[config.mk]
export PLATFORM = sky130hd
export DESIGN_NAME = text_overlay
export DESIGN_NICKNAME = d
export VERILOG_FILES = /design/src/rtl/text_overlay.sv
export SDC_FILE = /design/constraint.sdc
export NUM_CORES = 1
export LEC_CHECK = 0
export ABC_AREA = 0
export ABC_CLOCK_PERIOD_IN_PS = 7900
export BUFFER_PORTS_ARGS = -buffer_cell sky130_fd_sc_hd__buf_2
export CAP_MARGIN = 10
export CORE_AREA = 2 2 145 147
export CTS_CLUSTER_DIAMETER = 60
export DETAILED_ROUTE_END_ITERATION = 8
export DIE_AREA = 0 0 147 149
export PLACE_DENSITY = 0.53
export REMOVE_ABC_BUFFERS = 1
export SYNTH_ARGS = -nofsm -noshare
export SYNTH_HDL_FRONTEND = slang
export SYNTH_SLANG_ARGS = --single-unit
[constraint.sdc]
create_clock -name vga_clk -period 7.9 [get_ports vga_clk]
set_clock_uncertainty 0.1 [all_clocks]
set_input_delay 1.185 -clock vga_clk [delete_from_list [all_inputs] [get_ports vga_clk]]
set_output_delay 1.185 -clock vga_clk [all_outputs]
set_load 0.02 [all_outputs]
[src/rtl/text_overlay.sv]
// Text overlay for a VGA pixel stream: a 16-character message buffer rendered
// through an external glyph ROM and composited over the background pixels.
module text_overlay #(
    parameter logic [9:0]  TEXT_X0  = 10'd0,
    parameter logic [9:0]  TEXT_Y0  = 10'd0,
    parameter logic [15:0] FG_COLOR = 16'hFFFF
) (
    input  logic        vga_clk,
    input  logic        sys_rst,
    input  logic [9:0]  pix_x,
    input  logic [9:0]  pix_y,
    input  logic [15:0] pix_data_in,
    input  logic        frame_start,
    input  logic        blink_en,
    input  logic        wr_en,
    input  logic [3:0]  wr_addr,
    input  logic [4:0]  wr_char,
    input  logic        clr_req,
    output logic        clr_done,
    output logic [4:0]  glyph_letter,
    output logic [3:0]  glyph_x,
    output logic [3:0]  glyph_y,
    input  logic        glyph_bit,
    output logic [15:0] pix_data
);

    typedef enum logic [1:0] {IDLE, CLEAR, DONE} state_t;

    state_t      state;
    logic [4:0]  buffer [16];
    logic [3:0]  clr_cnt;
    logic [4:0]  blink_cnt;
    logic [9:0]  dx;
    logic [9:0]  dy;
    logic        in_box;
    logic        in_box_d1;
    logic [15:0] pix_data_in_d1;
    logic        visible;

    // A pixel left of / above the box wraps dx/dy to a large value; the explicit
    // >= compares reject it so only the unwrapped offsets are range-checked.
    always_comb begin
        dx      = pix_x - TEXT_X0;
        dy      = pix_y - TEXT_Y0;
        in_box  = (pix_x >= TEXT_X0) && (dx < 10'd256) &&
                  (pix_y >= TEXT_Y0) && (dy < 10'd16);
        visible = blink_en ? ~blink_cnt[4] : 1'b1;
    end

    always_ff @(posedge vga_clk or posedge sys_rst) begin
        if (sys_rst) begin
            glyph_x        <= 4'd0;
            glyph_y        <= 4'd0;
            glyph_letter   <= 5'd31;
            in_box_d1      <= 1'b0;
            pix_data_in_d1 <= 16'h0000;
            pix_data       <= 16'h0000;
        end else begin
            glyph_x        <= dx[3:0];
            glyph_y        <= dy[3:0];
            glyph_letter   <= in_box ? buffer[dx[7:4]] : 5'd31;
            in_box_d1      <= in_box;
            pix_data_in_d1 <= pix_data_in;
            if (in_box_d1 && (glyph_letter <= 5'd25) && glyph_bit && visible)
                pix_data <= FG_COLOR;
            else
                pix_data <= pix_data_in_d1;
        end
    end

    always_ff @(posedge vga_clk or posedge sys_rst) begin
        if (sys_rst)
            blink_cnt <= 5'd0;
        else if (frame_start)
            blink_cnt <= blink_cnt + 5'd1;
    end

    // Buffer writes and the clear sequencer share one block so a clear request
    // always takes priority over a coincident character write.
    always_ff @(posedge vga_clk or posedge sys_rst) begin
        if (sys_rst) begin
            state    <= IDLE;
            clr_cnt  <= 4'd0;
            clr_done <= 1'b0;
            for (int i = 0; i < 16; i++)
                buffer[i] <= 5'd31;
        end else begin
            case (state)
                IDLE: begin
                    clr_done <= 1'b0;
                    if (clr_req) begin
                        state   <= CLEAR;
                        clr_cnt <= 4'd0;
                    end else if (wr_en) begin
                        buffer[wr_addr] <= wr_char;
                    end
                end
                CLEAR: begin
                    buffer[clr_cnt] <= 5'd31;
                    clr_cnt         <= clr_cnt + 4'd1;
                    if (clr_cnt == 4'd15) begin
                        state    <= DONE;
                        clr_done <= 1'b1;
                    end
                end
                DONE: begin
                    clr_done <= 1'b0;
                    state    <= IDLE;
                end
                default: begin
                    clr_done <= 1'b0;
                    state    <= IDLE;
                end
            endcase
        end
    end

endmodule

Word-level counts from Yosys, hierarchy flattened
Index checks and enable logic that the tools add are counted.

word-level totals
  register bits = 138
  output and inout bits = 30
  input port bits = 52

operators by class
  bitwise operators = 5
  mux-type cells = 21
  reduce and logical (&&, ||, !) cells = 13
  add/sub/neg operators = 2
  magnitude comparators = 10
  equal/unequal tests = 6

operators by type and width
  cell                                                  count
  2-to-1 mux 80 bit                                     2
  one-hot mux 80 bit (2 select lines)                   1
  bitwise mux 80 bit                                    1
  bitwise OR 80 bit                                     1
  demux 5 bit (select 4 bit)                            2
  2-to-1 mux 5 bit                                      5
  binary-select mux 5 bit (select 4 bit)                1
  >= comparator 10 x 1 -> 1 bit, second input constant  2
  2-to-1 mux 16 bit                                     1
  >= comparator 5 bit, second input constant            3
  NOT 4 -> 5 bit                                        3
  < comparator 10 x 5 -> 1 bit, second input constant   1
  < comparator 10 x 9 -> 1 bit, second input constant   1
  < comparator 5 x 1 -> 1 bit, second input constant    2
  logical AND 1 bit                                     8
  != test 2 bit, second input constant                  4
  one-hot mux 4 bit (2 select lines)                    1
  adder 5 x 1 -> 5 bit, second input constant           1
  <= comparator 5 bit, second input constant            1
  adder 4 x 1 -> 4 bit, second input constant           1
  == test 4 bit, second input constant                  1
  2-to-1 mux 2 bit                                      2
  2-to-1 mux 4 bit                                      1
  one-hot mux 2 bit (2 select lines)                    1
  other kinds (7)                                       10

Logic depth before layout (Yosys ltp)
Gate-level depths: netlist of run 1.

  word-level depth = 9
  mapped depth = 7
  mapped depth without buffers = 6

Worst setup path after synthesis of run 1
No wires, ideal clock.

  path type = input to register
  start = input port pix_x[4]
  end = register glyph_letter[1]
  slack = 5.189 ns
  stages on the path = 6
  data required time = 7.705 ns
  path buffers = 2
  data arrival time = 2.516 ns
  cells stage by stage = buf_2 -> buf_2 -> mux4_2 -> mux2_2 -> nand2_1 -> nand3_1

on the way
  cells in the longest elaborated chain, start to end = 5

RTL lines
  item                                                                         RTL line  RTL
  start: declaration                                                           10        input logic [9:0] pix_x,
  >= comparator 10 x 1 -> 1 bit, or another cell as far along                  45        in_box = (pix_x >= TEXT_X0) && (dx < 10'd256) &&
  logical AND 1 bit or binary-select mux 5 bit (select 4 bit) (tied branches)  45, 61
  logical AND 1 bit or 2-to-1 mux 5 bit (tied branches)                        45, 61
  logical AND 1 bit or 2-to-1 mux 5 bit (tied branches)                        46, 61
  2-to-1 mux 5 bit (*)                                                         61        glyph_letter <= in_box ? buffer[dx[7:4]] : 5'd31;
  end signal: assignment                                                       61
  end: declaration                                                             20        output logic [4:0] glyph_letter,

Mark *: on every way between the ends. The rest lies on a longest branch, timed or not. The select of a mux whose other input is x is not followed.
A chain may end at the register's enable or synchronous reset.

Worst setup path in the final report of run 1
  start = input port clr_req
  end = register buffer[44] (netlist name)

on the way
  cells in the longest elaborated chain, start to end = 2

RTL lines
  item                                  RTL line  RTL
  start: declaration                    18        input logic clr_req,
  != test 2 bit (no source line)        -
  AND reduction 3 bit (no source line)  -
  end signal: indexed assignment        95        buffer[wr_addr] <= wr_char;
  end: declaration                      30        logic [4:0] buffer [16];

No other way between the ends.

==> results of run 1 <==
-- sequential cells by signal (all words and copies together) (netlist names) --
| register | cells |
|---|---|
| glyph_letter | 5 |
| pix_data_in_d1 | 16 |
| state | 2 |
| pix_data | 16 |
| glyph_x | 4 |
| clr_done | 1 |
| glyph_y | 4 |
| blink_cnt | 5 |
| in_box_d1 | 1 |
| clr_cnt | 4 |
| buffer | 80 |
-- how the worst max path moves through the flow --
stage | slack (ns) | startpoint | endpoint
3_3_place_gp | 4.57 | clr_req | buffer[41]
3_5_place_dp | 4.51 | clr_req | buffer[44]
4_1_cts | 4.96 | clr_req | buffer[44]
5_1_grt | 4.80 | clr_req | buffer[41]
2_1_floorplan | 3.06 | sys_rst | blink_cnt[0]
6_report | 4.88 | clr_req | buffer[44]
-- cells in the final DEF (no fill, tap or decap), types with 5 or more instances in the layout --
cell type  Yosys  final
a21oi_1       30     30
a221oi_1       5      5
buf_2          9     81
clkbuf_16      0     17
dfrtp_1       53     53
dfstp_2       85     85
ha_1           5      5
mux2_2         7      7
mux2i_1       10     10
mux4_2        15     15
nand2_1       43     43
nand2b_1      18     18
nand3_1        6      6
nand4_1        9      9
nor2_1       105    105
o21ai_0       34     34
o22a_1        20     20
-- cells by family after synthesis --
| kind of cell | count (synthesis) | share of synthesized area (%) |
|---|---|---|
| AND/OR/NAND/NOR | 209 | 17.42 |
| flip-flops | 138 | 59.51 |
| AO/OA/AOI/OAI | 100 | 10.35 |
| buffers and inverters | 32 | 2.447 |
| multiplexers | 32 | 8.638 |
| adder cells (fa/ha/maj) | 5 | 1.046 |
| XOR/XNOR | 4 | 0.5858 |
-- critical path, cell delays in order --
cell,delay (ns)
buf_2,0.12
nor4b_2,0.89
nand4_1,0.44
o21ai_0,0.38
o22a_1,0.25
-- cell type report --
class / count / area [µm²]
multi-input combinational: 350 / 2282
fill: 2071 / 13300
clock buffer: 19 / 452.9
clock inverter: 13 / 173.9
timing repair buffer: 83 / 420.4
inverter: 5 / 21.27
tap: 275 / 344.1
sequential: 138 / 3560
-- where the power goes --
group	total (µW)	switching, µW	internal (µW)	leakage (µW)
combinational	340	197	143	0.00112
sequential	937	83.9	853	0.00152
clock	835	295	541	0.000300
-- per-stage QoR --
step / std cells / hold slack [ns] / util [%]
2_1_floorplan: 493 / 0.3084 / -
3_3_place_gp: 851 / 0.3119 / 32.24
3_5_place_dp: 851 / 0.3169 / 32.24
4_1_cts: 883 / 0.3299 / 35.29
5_1_grt: 883 / 0.3470 / 35.29
6_report: 883 / 0.3247 / 35.29
-- routing by layer --
layer	part of all wire [%]	vias to the layer above	global-route usage, %
li1	-	1963	-
met5	0	-	0
met4	2.8	0	6.442
met1	46	2061	18.35
met3	5.9	32	3.945
met2	45	140	21.60
==> qor.csv, run 1 <==
metric;value;unit
status;finished clean;
synth_top_area_share;37.34;%
synthFlopType;dfstp_2;
peakVddDrop;161.5;µV
postPlaceCellArea;0.006628;mm²
cts_tree;yes;
place.gp.congestion;0.7563;
critPathKind;input pin to flop;
finalCritPeriodShare;38.18;%
clk_latency;0.42;ns
pre_cts_slack;4.514;ns
max_slew_margin;31.09;%
netlist_area;0.005982;mm²
yosysSeqAreaShare;59.51;%
die_h;149;µm
antenna_found_initial;0;
synth.distinct_cells;41;
clock.fmax;331.5;MHz
drc;0;
r2r_cells;4;
grt.overflow.total;0;
start_util;29.10;%
path_clk_slew;0.06;ns
whs_endpoint;pix_data[13];
place_hpwl;10.47;mm
rsz0062_at_grt;no;
drt_iter0_drc;234;
core_area;0.02056;mm²
p_per_area;291.1;mW/mm²
cts_resized;0;
crit_fanout;11;
grt_max_degree;48;
synth_most_common_cell;nor2_1;
synth_commonest_cells;nor2_1 (105), dfstp_2 (85), dfrtp_1 (53), nand2_1 (43), o21ai_0 (34);
rrSetupSlack;5.26;ns
port_buffers;81;
num_vias;4196;
drv_cap;0;
cts_sinks;138;
grt_pass1_wl;23.58;mm
hold_class;flop to flop;
cts-hold-fix-buffers;0;
dieArea;0.02190;mm²
finalPower;2112;µW
rows;53;
p_leak;0.002934;µW
antenna_cells;0;
netlist_instances;520;
async_reset_ff_share;100.0;%
cts_setup_buffers;0;
antenna_left;0;
drt-total-wl;14.57;mm
crit_arrival;3.28;ns
grt_pass1_vias;4343;
cp-start-kind;input pin;
hold_viol_final;0;
clockBufferDepth;2;
yosys.area.top_type;dfstp_2;
finalSetupViolCount;0;
r2r-start;state[0];
reg2reg_to;buffer[44];
period_minus_slack;3.017;ns
htree_levels;4;
syn-mean-instance-area;11.50;µm²
setup_ws;4.883;ns
viasPerCell;4.752;
synth_edf_count;0;
ys_seq_elements;138;
worstHoldStart;pix_data_in_d1[13];
final_nets;652;
avgRoutedWirePerCell;16.49;µm
synthTopCellsByArea;dfstp_2 (37%), dfrtp_1 (22%), nor2_1 (6.6%);
crit_path_end_kind;flop;
io-pin-count;82;
worstPathRequired;8.16;ns
hold_depth;1;
syn_to_final_growth;21.27;%
drv_slew;0;
die_w;147;µm
synth_warnings;0;
drive_gt1_share;37.66;%
grt_util_all_layers;13.98;%
cts_buffers;17;
clockRootBuffer;clkbuf_16;
tightest_slew;1.031;ns
tns;0;ns
dr.pass1.iters;5;
fin_area;0.007254;mm²
No activity file was read; power rests on OpenSTA's default activity.
==> run 2: changes to the inputs <==
- ABC_CLOCK_PERIOD_IN_PS: 7900 -> 2600
- PLACE_DENSITY: 0.53 -> 0.55
- clock period: 7.9 -> 2.6 ns (I/O delays scaled with it)
==> run 2 against run 1 <==
  * Sequential share of layout area fell by 2.2 points
  * Global-route usage rose by 0.40 points
  * Non-clock buffer count rose by 29
  * Hold slack got worse by 0.21 ns
  * Combinational power rose to 3.2 times the previous value
==> qor.csv, run 2 (same netlist as run 1, synthesis figures left out) <==
metric;value;unit
crit_arrival;2.41;ns
rsz0062_at_grt;no;
reg2reg_to;buffer[58];
rrSetupSlack;0.42;ns
antenna_cells;0;
clockRootBuffer;clkbuf_16;
status;finished clean;
startpoint;state[0];
clock.fmax;458.8;MHz
viasPerCell;4.663;
internal_power;4824;µW
drv_cap;0;
reg_top3;buffer (80), pix_data (16), pix_data_in_d1 (16);
pwr-share-comb;16.3;%
dr.pass1.iters;6;
instances_no_fill;912;
avgRoutedWirePerCell;16.41;µm
finalSetupViolCount;0;
finalCritPeriodShare;83.84;%
place_hpwl;10.25;mm
cp-start-kind;flop;
drc;0;
die_w;147;µm
drt-total-wl;14.97;mm
final_common_cell;nor2_1;
cts_tree;yes;
drv_slew;0;
p_per_area;872.5;mW/mm²
clk_latency;0.42;ns
rows;53;
final_nets;681;
grt_pass1_vias;4468;
r2r-start;state[0];
critPathKind;flop to flop;
grt_max_degree;88;
final_cell_mix;nor2_1 (105), dfstp_2 (85), buf_2 (81), dfrtp_1 (53), nand2_1 (43);
path_clk_slew;0.06;ns
drt_iter0_drc;227;
seqCellArea;0.003560;mm²
largest_reg_flops;80;
clockBufferDepth;2;
cts_buffers;17;
die_h;149;µm
crit_fanout;10;
largest-register;buffer;
clkPwrFrac;40.6;%
period_minus_slack;2.180;ns
num-fill-cells;2041;
htree_levels;4;
hold_viol_final;0;
io-pin-count;82;
multi_input_area;0.002282;mm²
grt_util_all_layers;14.38;%
start_util;29.10;%
worstPathRequired;2.83;ns
critPathCapture;buffer[58];
place.gp.congestion;0.7772;
crit_path_end_kind;flop;
grt.overflow.total;0;
grt_pass1_wl;24.25;mm
holdWs;0.1166;ns
seq_power_share;43.1;%
dieArea;0.02190;mm²
num_vias;4253;
antenna_found_initial;0;
p_leak;0.003088;µW
place_inst;855;
r2r_cells;4;
cts_sinks;138;
syn_to_final_growth;26.86;%
p_switching;1797;µW
tightest_slew;0.6558;ns
antenna_left;0;
peakVddDrop;471.3;µV
drive_gt1_share;36.89;%
hold_class;input pin to flop;
switching_share;27.15;%
port_buffers;81;
max_slew_margin;55.82;%
core_area;0.02056;mm²
-- run 2: cell types whose count changed in the layout (fill, tap and decap cells not counted) --
| cell | previous run | this run |
|---|---|---|
| dlygate4sd3_1 | 0 | 25 |
| clkinv_4 | 1 | 5 |
| buf_4 | 2 | 5 |
| clkinv_1 | 2 | 0 |
| clkinv_2 | 3 | 1 |
| clkinvlp_4 | 3 | 1 |
| buf_12 | 0 | 1 |
| bufinv_16 | 4 | 5 |
| inv_6 | 0 | 1 |
-- run 2: worst min path at each step --
stage                                  from           end  slack [ns]  cells after the start
after floorplan           pix_data_in_d1[0]   pix_data[0]        0.31                      1
after detailed placement            sys_rst  pix_data[14]        0.24                      2
final                           frame_start  blink_cnt[0]        0.12                      2
after CTS                       frame_start  blink_cnt[0]         0.1                      2
after global routing            frame_start  blink_cnt[0]        0.12                      2
after global placement              sys_rst   pix_data[8]        0.23                      2
-- run 2: layout make-up --
cell class / instances / area share [%]
timing repair buffer: 112 / 9.398
clock inverter: 13 / 2.836
clock buffer: 19 / 5.969
inverter: 5 / 0.2803
sequential: 138 / 46.91
multi-input combinational: 350 / 30.07
tap: 275 / 4.534
-- run 2: worst max-delay path, stage by stage, from the launching register on --
cell and delay, ns:
dfrtp_1 0.47, or4b_1 0.79, nor4b_4 0.50, nand2_1 0.11, o21ai_0 0.11
-- run 2: what timing repair did --
item                      4_1_cts  5_1_grt
hold endpoints to repair       35        0
hold buffers                   25        0
resized for setup               0        0
buffers inserted                0        0
-- run 2: through the flow --
stage	worst slack [ns]	area [µm²]	total power (µW)	TNS [ns]	utilization, %
final	0.4202	7589	6621	0	36.91
after global routing	0.2927	7589	6961	0	36.91
after CTS	0.4040	7589	6705	0	36.91
after detailed placement	0.3828	6670	3939	0	32.45
after global placement	0.4384	6670	3883	0	32.45
after floorplan	-1.446	5854	3501	-117.66	-
-- run 2: power by group through the flow --
stage	clock (µW)	combinational (µW)	sequential (µW)
global route	2860	1210	2890
global placement	0	1020	2860
floorplan	0	683	2820
finish	2690	1080	2850
CTS	2760	1100	2850
detailed placement	0	1060	2880
-- run 2: routing by layer --
metal / part of all wire, % / vias to the layer above / GRT usage, %
met2: 46 / 140 / 22.14
met5: 0 / - / 0
li1: - / 2030 / -
met3: 7.0 / 13 / 4.098
met1: 46 / 2070 / 19.12
met4: 1.3 / 0 / 6.058
